--- config.mk ---
export PLATFORM = sky130hd
export DESIGN_NAME = rx_matched_filter
export DESIGN_NICKNAME = d
export VERILOG_FILES = /design/src/rtl/rx_filter_pkg.sv /design/src/rtl/rx_matched_filter_sat_round18.sv /design/src/rtl/rx_matched_filter.sv
export SDC_FILE = /design/constraint.sdc
export NUM_CORES = 2
export LEC_CHECK = 0
export BUFFER_PORTS_ARGS = -buffer_cell sky130_fd_sc_hd__buf_2
export CAP_MARGIN = 20
export CORE_MARGIN = 10
export CORE_UTILIZATION = 45
export DETAILED_ROUTE_END_ITERATION = 10
export PLACE_DENSITY = 0.62
export RECOVER_POWER = 25
export SLEW_MARGIN = 30
export SYNTH_ARGS = -nofsm -noshare
export SYNTH_HDL_FRONTEND = slang
export SYNTH_SLANG_ARGS = --single-unit
--- constraint.sdc ---
create_clock -name clk -period 23.9 [get_ports clk]
set_clock_uncertainty 0.15 [all_clocks]
set_input_delay 4.78 -clock clk [delete_from_list [all_inputs] [get_ports clk]]
set_output_delay 4.78 -clock clk [all_outputs]
set_load 0.02 [all_outputs]
--- src/rtl/rx_filter_pkg.sv ---
// rtl/rx_filter_pkg.sv - shared constants, coefficients and state type for the receive matched filter
package rx_filter_pkg;
  localparam int NTAPS  = 21;
  localparam int NUNIQ  = 11;
  localparam int SAMP_W = 18;
  localparam int PROD_W = 37;
  localparam int ACC_W  = 40;
  localparam int FRAC_W = 17;

  // Unique half of the symmetric impulse response, centre tap last
  localparam logic signed [SAMP_W-1:0] COEF [NUNIQ] = '{
    18'sd423, 18'sd1470, 18'sd1598, -18'sd615, -18'sd4766, -18'sd7459,
    -18'sd3713, 18'sd9251, 18'sd28642, 18'sd46363, 18'sd53546
  };

  typedef enum logic [1:0] {
    ST_IDLE = 2'd0,
    ST_MAC  = 2'd1,
    ST_DONE = 2'd2
  } state_t;

  // Coefficient lookup for the running tap index; out-of-range indices read as zero
  function automatic logic signed [SAMP_W-1:0] coef_at(input logic [3:0] k);
    logic signed [SAMP_W-1:0] c;
    c = '0;
    for (int i = 0; i < NUNIQ; i++) begin
      if (k == 4'(i)) c = COEF[i];
    end
    return c;
  endfunction
endpackage

--- src/rtl/rx_matched_filter_sat_round18.sv ---
// rtl/rx_matched_filter_sat_round18.sv - accumulator >>> 17 with saturation to signed 18 bits
module sat_round18
  import rx_filter_pkg::*;
(
  input  logic signed [ACC_W-1:0]  acc_i,
  output logic signed [SAMP_W-1:0] y_o
);
  localparam logic signed [ACC_W-1:0] HI = ACC_W'(131071);
  localparam logic signed [ACC_W-1:0] LO = -ACC_W'(131072);

  logic signed [ACC_W-1:0] shifted;

  // Drop the fractional bits, then clamp to the 1s17 output range
  always_comb begin
    shifted = acc_i >>> FRAC_W;
    if (shifted > HI) begin
      y_o = 18'sh1FFFF;
    end else if (shifted < LO) begin
      y_o = 18'sh20000;
    end else begin
      y_o = shifted[SAMP_W-1:0];
    end
  end
endmodule

--- src/rtl/rx_matched_filter.sv ---
// rtl/rx_matched_filter.sv - folded symmetric 21-tap matched filter, 11-cycle MAC; RX_SLICER_EN adds the symbol slicer
module rx_matched_filter
  import rx_filter_pkg::*;
#(
  parameter int SLICE_THR = 32768
) (
  input  logic                     clk,
  input  logic                     reset,
  input  logic                     sam_en,
  input  logic signed [SAMP_W-1:0] x_in,
  output logic signed [SAMP_W-1:0] y,
  output logic                     y_valid,
  output logic                     busy,
  output logic                     overrun,
  output logic [1:0]               sym_out,
  output logic                     sym_valid
);
  state_t state_q, state_d;
  logic [3:0] k_q, k_d;
  logic signed [ACC_W-1:0]  acc_q, acc_d;
  logic signed [SAMP_W-1:0] x_q [NTAPS];
  logic signed [SAMP_W-1:0] x_d [NTAPS];
  logic signed [SAMP_W-1:0] y_q, y_d;
  logic y_valid_q, y_valid_d;
  logic overrun_q, overrun_d;

  logic signed [SAMP_W-1:0] tap_a, tap_b, coef_k, y_sat;
  logic signed [SAMP_W:0]   pre_sum;
  logic signed [PROD_W-1:0] product;

  sat_round18 u_sat (
    .acc_i (acc_q),
    .y_o   (y_sat)
  );

  // State register
  always_ff @(posedge clk or posedge reset) begin
    if (reset) state_q <= ST_IDLE;
    else       state_q <= state_d;
  end

  // Next state: accept only in IDLE, 11 MAC cycles, one DONE cycle
  always_comb begin
    state_d = state_q;
    case (state_q)
      ST_IDLE: if (sam_en) state_d = ST_MAC;
      ST_MAC:  if (k_q == 4'(NUNIQ-1)) state_d = ST_DONE;
      ST_DONE: state_d = ST_IDLE;
      default: state_d = ST_IDLE;
    endcase
  end

  // Pick the mirrored tap pair for index k, pre-add it and scale by b[k]; centre tap is unpaired
  always_comb begin
    tap_a = '0;
    tap_b = '0;
    for (int i = 0; i < NUNIQ; i++) begin
      if (k_q == 4'(i)) begin
        tap_a = x_q[i];
        tap_b = x_q[NTAPS-1-i];
      end
    end
    if (k_q == 4'(NUNIQ-1)) pre_sum = {tap_a[SAMP_W-1], tap_a};
    else                    pre_sum = {tap_a[SAMP_W-1], tap_a} + {tap_b[SAMP_W-1], tap_b};
    coef_k  = coef_at(k_q);
    product = PROD_W'(pre_sum) * PROD_W'(coef_k);
  end

  // Datapath and outputs per state; strobes outside IDLE are dropped and flagged
  always_comb begin
    x_d       = x_q;
    k_d       = k_q;
    acc_d     = acc_q;
    y_d       = y_q;
    y_valid_d = 1'b0;
    overrun_d = overrun_q;
    busy      = (state_q != ST_IDLE);
    case (state_q)
      ST_IDLE: begin
        if (sam_en) begin
          x_d[0] = x_in;
          for (int i = 1; i < NTAPS; i++) x_d[i] = x_q[i-1];
          acc_d = '0;
          k_d   = '0;
        end
      end
      ST_MAC: begin
        acc_d = acc_q + ACC_W'(product);
        k_d   = k_q + 4'd1;
      end
      ST_DONE: begin
        y_d       = y_sat;
        y_valid_d = 1'b1;
      end
      default: ;
    endcase
    if (sam_en && (state_q != ST_IDLE)) overrun_d = 1'b1;
  end

  // Datapath registers
  always_ff @(posedge clk or posedge reset) begin
    if (reset) begin
      for (int i = 0; i < NTAPS; i++) x_q[i] <= '0;
      k_q       <= '0;
      acc_q     <= '0;
      y_q       <= '0;
      y_valid_q <= 1'b0;
      overrun_q <= 1'b0;
    end else begin
      x_q       <= x_d;
      k_q       <= k_d;
      acc_q     <= acc_d;
      y_q       <= y_d;
      y_valid_q <= y_valid_d;
      overrun_q <= overrun_d;
    end
  end

  assign y       = y_q;
  assign y_valid = y_valid_q;
  assign overrun = overrun_q;

`ifdef RX_SLICER_EN
  logic [1:0] sym_q, sym_d;

  // Slice the value that y takes at the DONE edge into one of four PAM levels
  always_comb begin
    sym_d = sym_q;
    if (state_q == ST_DONE) begin
      if (y_sat < -SLICE_THR)     sym_d = 2'b00;
      else if (y_sat < 0)         sym_d = 2'b01;
      else if (y_sat < SLICE_THR) sym_d = 2'b10;
      else                        sym_d = 2'b11;
    end
  end

  // Symbol register, updated together with y
  always_ff @(posedge clk or posedge reset) begin
    if (reset) sym_q <= 2'b00;
    else       sym_q <= sym_d;
  end

  assign sym_out   = sym_q;
  assign sym_valid = y_valid_q;
`else
  logic [31:0] slice_thr_unused;
  assign slice_thr_unused = SLICE_THR;
  assign sym_out   = 2'b00;
  assign sym_valid = 1'b0;
`endif
endmodule

Word-level counts from Yosys, hierarchy flattened
Cells that the tools add are included.
{"block": "totals", "mem_bits_ro": 0, "register_bits": 444, "latchBits": 0, "ram_bits": 0, "mem_count": 0}
{"block": "classes", "n_shift": 0, "n_reduce_logical": 8, "bitwise": 0, "magnitude_cmp": 2, "eq_ne": 14, "mux": 44, "mul": 1, "n_addsub": 3, "div": 0}
{"op": "18-bit 2-to-1 mux", "count": 34}
{"op": "40-bit case mux with 2 select lines", "count": 1}
{"op": "40-bit by 37-bit adder with 40-bit output", "count": 1}
{"op": "40-bit 2-to-1 mux", "count": 1}
{"op": "19-bit by 18-bit multiplier with 37-bit output", "count": 1}
{"op": "23-bit by 18-bit > comparator with 1-bit output, second input constant", "count": 1}
{"op": "23-bit by 18-bit < comparator with 1-bit output, second input constant", "count": 1}
{"op": "18-bit by 18-bit adder with 19-bit output", "count": 1}
{"op": "19-bit 2-to-1 mux", "count": 1}
{"op": "4-bit by 3-bit == test with 1-bit output, second input constant", "count": 4}
{"op": "4-bit == test, second input constant", "count": 3}
{"op": "9-bit 2-to-1 mux", "count": 1}
{"op": "4-bit by 2-bit == test with 1-bit output, second input constant", "count": 2}
{"op": "4-bit case mux with 2 select lines", "count": 1}
{"op": "2-bit AND reduction", "count": 3}
{"op": "4-bit by 1-bit adder with 4-bit output, second input constant", "count": 1}
{"op": "4-bit by 1-bit == test with 1-bit output, second input constant", "count": 1}
{"op": "4-bit logical NOT", "count": 1}
{"op": "2-bit 2-to-1 mux", "count": 2}
{"op": "4-bit 2-to-1 mux", "count": 1}
{"op": "2-bit != test, second input constant", "count": 2}
{"op": "2-bit case mux with 2 select lines", "count": 1}
{"op": "2-bit nonzero test", "count": 2}
{"op": "2-bit by 1-bit == test with 1-bit output, second input constant", "count": 1}
{"op": "other kinds (4)", "count": 4}

Longest topological paths before layout
{"block": "depth", "ltp_word": 17, "depth_mapped": 43}

Modules after synthesis
From an unflattened synthesis, not the netlist that was laid out.
{"block": "unflattened", "cells_unflattened": 4141, "hier_area_um2": 35449.0}
{"mod": "rx_matched_filter", "instances": 1, "seq_area_each_um2": 11110.7, "area_each_um2": 35252.6, "cells_per_inst": 4115}
{"mod": "sat_round18", "instances": 1, "seq_area_each_um2": 0.0, "area_each_um2": 196.4, "cells_per_inst": 26}

Worst setup path before layout
Ideal clock, no wire load.
{"block": "synth_path", "path_type": "reg-to-reg", "start": "register k_q[0]", "end": "register acc_q[38]", "setup_slack_ns": 13.772, "stages_incl_launch_ff": 37, "t_arrival_ns": 9.857, "period_less_slack_ns": 10.128, "path_cell_list": "dfrtp_1 -> inv_1 -> ha_1 -> clkbuf_1 -> buf_2 -> nand2_1 -> clkbuf_1 -> o221ai_1 -> a31o_2 -> a31oi_1 -> ha_1 -> fa_1 -> a21o_1 -> a21oi_1 -> o21bai_1 -> a21boi_1 -> o21ai_1 -> a31oi_1 -> or3_1 -> clkbuf_1 -> and2_1 -> fa_1 -> fa_1 -> fa_1 -> fa_1 -> fa_1 -> fa_1 -> ha_1 -> ha_1 -> a21o_1 -> o21a_1 -> a311oi_2 -> nand2_1 -> o211ai_1 -> a311oi_1 -> or3_1 -> a32o_1"}
{"block": "synth_between", "elab_chain_cells": 17}
{"item": "start: declaration", "line_no": "rx_matched_filter.sv:19", "source": "logic [3:0] k_q, k_d;"}
{"item": "start signal: assignment", "line_no": "rx_matched_filter.sv:111", "source": "k_q <= k_d;"}
{"item": "4-bit logical NOT", "line_no": "rx_filter_pkg.sv:27, rx_matched_filter.sv:58"}
{"item": "18-bit 2-to-1 mux (11 in series)", "line_no": "rx_matched_filter.sv:58", "source": "if (k_q == 4'(i)) begin"}
{"item": "18-bit by 18-bit adder with 19-bit output", "line_no": "rx_matched_filter.sv:64", "source": "else pre_sum = {tap_a[SAMP_W-1], tap_a} + {tap_b[SAMP_W-1], tap_b};"}
{"item": "19-bit 2-to-1 mux", "line_no": "rx_matched_filter.sv:63", "source": "if (k_q == 4'(NUNIQ-1)) pre_sum = {tap_a[SAMP_W-1], tap_a};"}
{"item": "19-bit by 18-bit multiplier with 37-bit output *", "line_no": "rx_matched_filter.sv:66", "source": "product = PROD_W'(pre_sum) * PROD_W'(coef_k);"}
{"item": "40-bit by 37-bit adder with 40-bit output *", "line_no": "rx_matched_filter.sv:88", "source": "acc_d = acc_q + ACC_W'(product);"}
{"item": "40-bit case mux with 2 select lines *", "line_no": "rx_matched_filter.sv:78", "source": "case (state_q)"}
{"item": "end signal: assignment", "line_no": "rx_matched_filter.sv:105", "source": "acc_q <= '0;"}
{"item": "end signal: assignment", "line_no": "rx_matched_filter.sv:112", "source": "acc_q <= acc_d;"}
{"item": "end: declaration", "line_no": "rx_matched_filter.sv:20", "source": "logic signed [ACC_W-1:0] acc_q, acc_d;"}
Mark *: on every way between the ends. The rest lies on a longest branch, timed or not.
A chain may end at the register's enable or synchronous reset.

Worst setup path after layout
{"block": "layout_path", "start": "register k_q[2]", "end": "register acc_q[34]"}
Same word-level chain as after synthesis.

==> run metrics <==
Detailed Place HPWL 72630 µm; CP max-delay cell fa_2; Mapped Cells 4183; status finished with violations; RSZ-0062 raised after global routing no; failing checks capacitance limit, slew limit; antenna violations before repair 1; # Post-CTS Setup Buffers 0; hold_buf cts 0; chip height 301.4 µm; Worst-path clk slew 0.06 ns; setup TNS 0 ns; final setup violation count 0; CP max FO 23; post-synthesis sequential area ratio 0.3118; vias per cell 5.460; Max Freq 81.05 MHz; pin count of the biggest net entering global routing 235; WS Path Type flip-flop to flip-flop; final WL 101300 µm; worst min-delay path category flip-flop to flip-flop; vias in the first global route 28.65k; H-tree Lvls 2; FP Rows 103; routed length per placed instance 19.48 µm; Via Count 28.38k; Layout area overhead 8.126%; most frequent cell after synthesis nand2_1; CP arrival 12.68 ns; I/O Buffers 41; yosys warns 0; # fillers 7576; most used flip-flop cell after synthesis dfrtp_1; Diodes inserted 0; Setup WS post-layout 11.56 ns; first-pass iteration count of the detailed router 6; nature of the critical path startpoint flip-flop; GP Congestion 0.9439; Area contributors post-synth dfrtp_1 (31%), fa_1 (22%), nand2_1 (16%); final hold viol count 0; largest stage delay on the critical path 0.95 ns; Synth async-reset ratio 1.000; Critical Path RT 24.24 ns; dpl ws 11.77 ns; number of DRC markers in iteration 0 2408; final worst path period share 0.5163; CTS tree done; DRC Markers 0; Final Non-Filler Cells 5199; EDFF count, synth 0; cts repair resizes 0; Worst Setup End Kind flip-flop; Tot GR Track Use 0.2270; DRT antenna net count 0; Chip Width 301.4 µm; Root Driver clkbuf_16; list of most frequent post-synthesis cells nand2_1 (1484), inv_1 (448), dfrtp_1 (444); Final #Nets 4667; Max Buffers Root-to-Sink 3; top-area cell type share of the netlist area 0.3118; fin util 0.4893; full die area 90830 µm²; total CTS buffers 53; crit path time final 12.34 ns; Slew HR -2.403; share of layout cells above drive strength 1 0.05688; Core Box Area 78740 µm²; Avg Inst Size Synth 8.518 µm²; Worst path most repeated cell fa_1; first-pass GRT wire length 163200 µm; FF+latch count, synth 444; global route overflow 0; Clk Latency, worst-skew pair 0.63 ns; Slew Limit Fails 286; placed insts 5100; CTS sink count 444; post-synth cell types 92; Starting Density 0.4525; max-cap viol count 5; post-synth top area cell dfrtp_1; worst slew pin tran 5.076 ns; Top Ports 45; Mapped Area 35630 µm²
[worst paths after layout]
kind | start | end | slack [ns] | cells after the start
worst min-delay path | overrun$_DFFE_PP0P_ | overrun$_DFFE_PP0P_ | 0.31 | 1
max in group asynchronous | reset | x_q[351]$_DFFE_PP0P_ | 12.96 | 4
worst max register to register | k_q[2]$_DFFE_PP0P_ | acc_q[34]$_DFFE_PP0P_ | 11.56 | 32
worst max-delay path | k_q[2]$_DFFE_PP0P_ | acc_q[34]$_DFFE_PP0P_ | 11.56 | 32
worst min register to register | overrun$_DFFE_PP0P_ | overrun$_DFFE_PP0P_ | 0.31 | 1
min in group asynchronous | reset | x_q[9]$_DFFE_PP0P_ | 5.59 | 2
[layout by cell type, fill, tap and decap left out, drive strengths merged, types with 79 or more instances in the layout]
master / count
buf: 92
nand2: 1484
ha: 147
inv: 453
clkbuf: 79
o21ai: 151
a21oi: 112
dfrtp: 444
nor2: 169
fa: 393
[stage by stage]
step | instance area [µm²] | hold WS (ns)
2_1_floorplan | 35640 | 0.2958
3_3_place_gp | 36690 | 0.2870
3_5_place_dp | 36740 | 0.3049
4_1_cts | 38550 | 0.3191
5_1_grt | 38530 | 0.3357
6_report | 38530 | 0.3083
[cells by family after synthesis]
logic type | share of synthesized area
multiplexers | 0.002107
flip-flops | 0.3118
AO/OA/AOI/OAI | 0.1162
AND/OR/NAND/NOR | 0.2097
other | 0.0001052
buffers and inverters | 0.07343
XOR/XNOR | 0.01419
adder cells (fa/ha/maj) | 0.2724
[state kept, by name, indices dropped and copies added (netlist names)]
signal / count
overrun: 1
x_q: 378
k_q: 4
y: 18
y_valid: 1
state_q: 2
acc_q: 40
[per-layer routing]
layer  GRT usage  vias to the layer above  wire length, µm
met2      0.3604                      929            46720
met1      0.3099                    14100            43690
met4     0.07405                        2             3536
met5           0                        -               13
li1            -                    13150                -
met3     0.04338                      202             7298
[worst max-delay path: cells and delay by family (launching register included)]
family / cells / cell delay, ns
compound gates: 14 / 2.78
fa+ha+maj: 10 / 5.07
simple gates: 7 / 3.17
flops: 1 / 0.87
xor+xnor: 1 / 0.15
[final cells by class]
type                       instances  area, µm²  area share
clock inverter                    23      321.6    0.008347
tap                             1050       1314     0.03410
clock buffer                      75       1489     0.03865
inverter                         449       1687     0.04378
timing repair buffer              96      649.4     0.01686
multi-input combinational       3062      21950      0.5699
sequential                       444      11110      0.2884
Power is left out: the tool's default activity adds up to more than one toggle a clock period on the data nets, which glitch-free logic cannot reach.
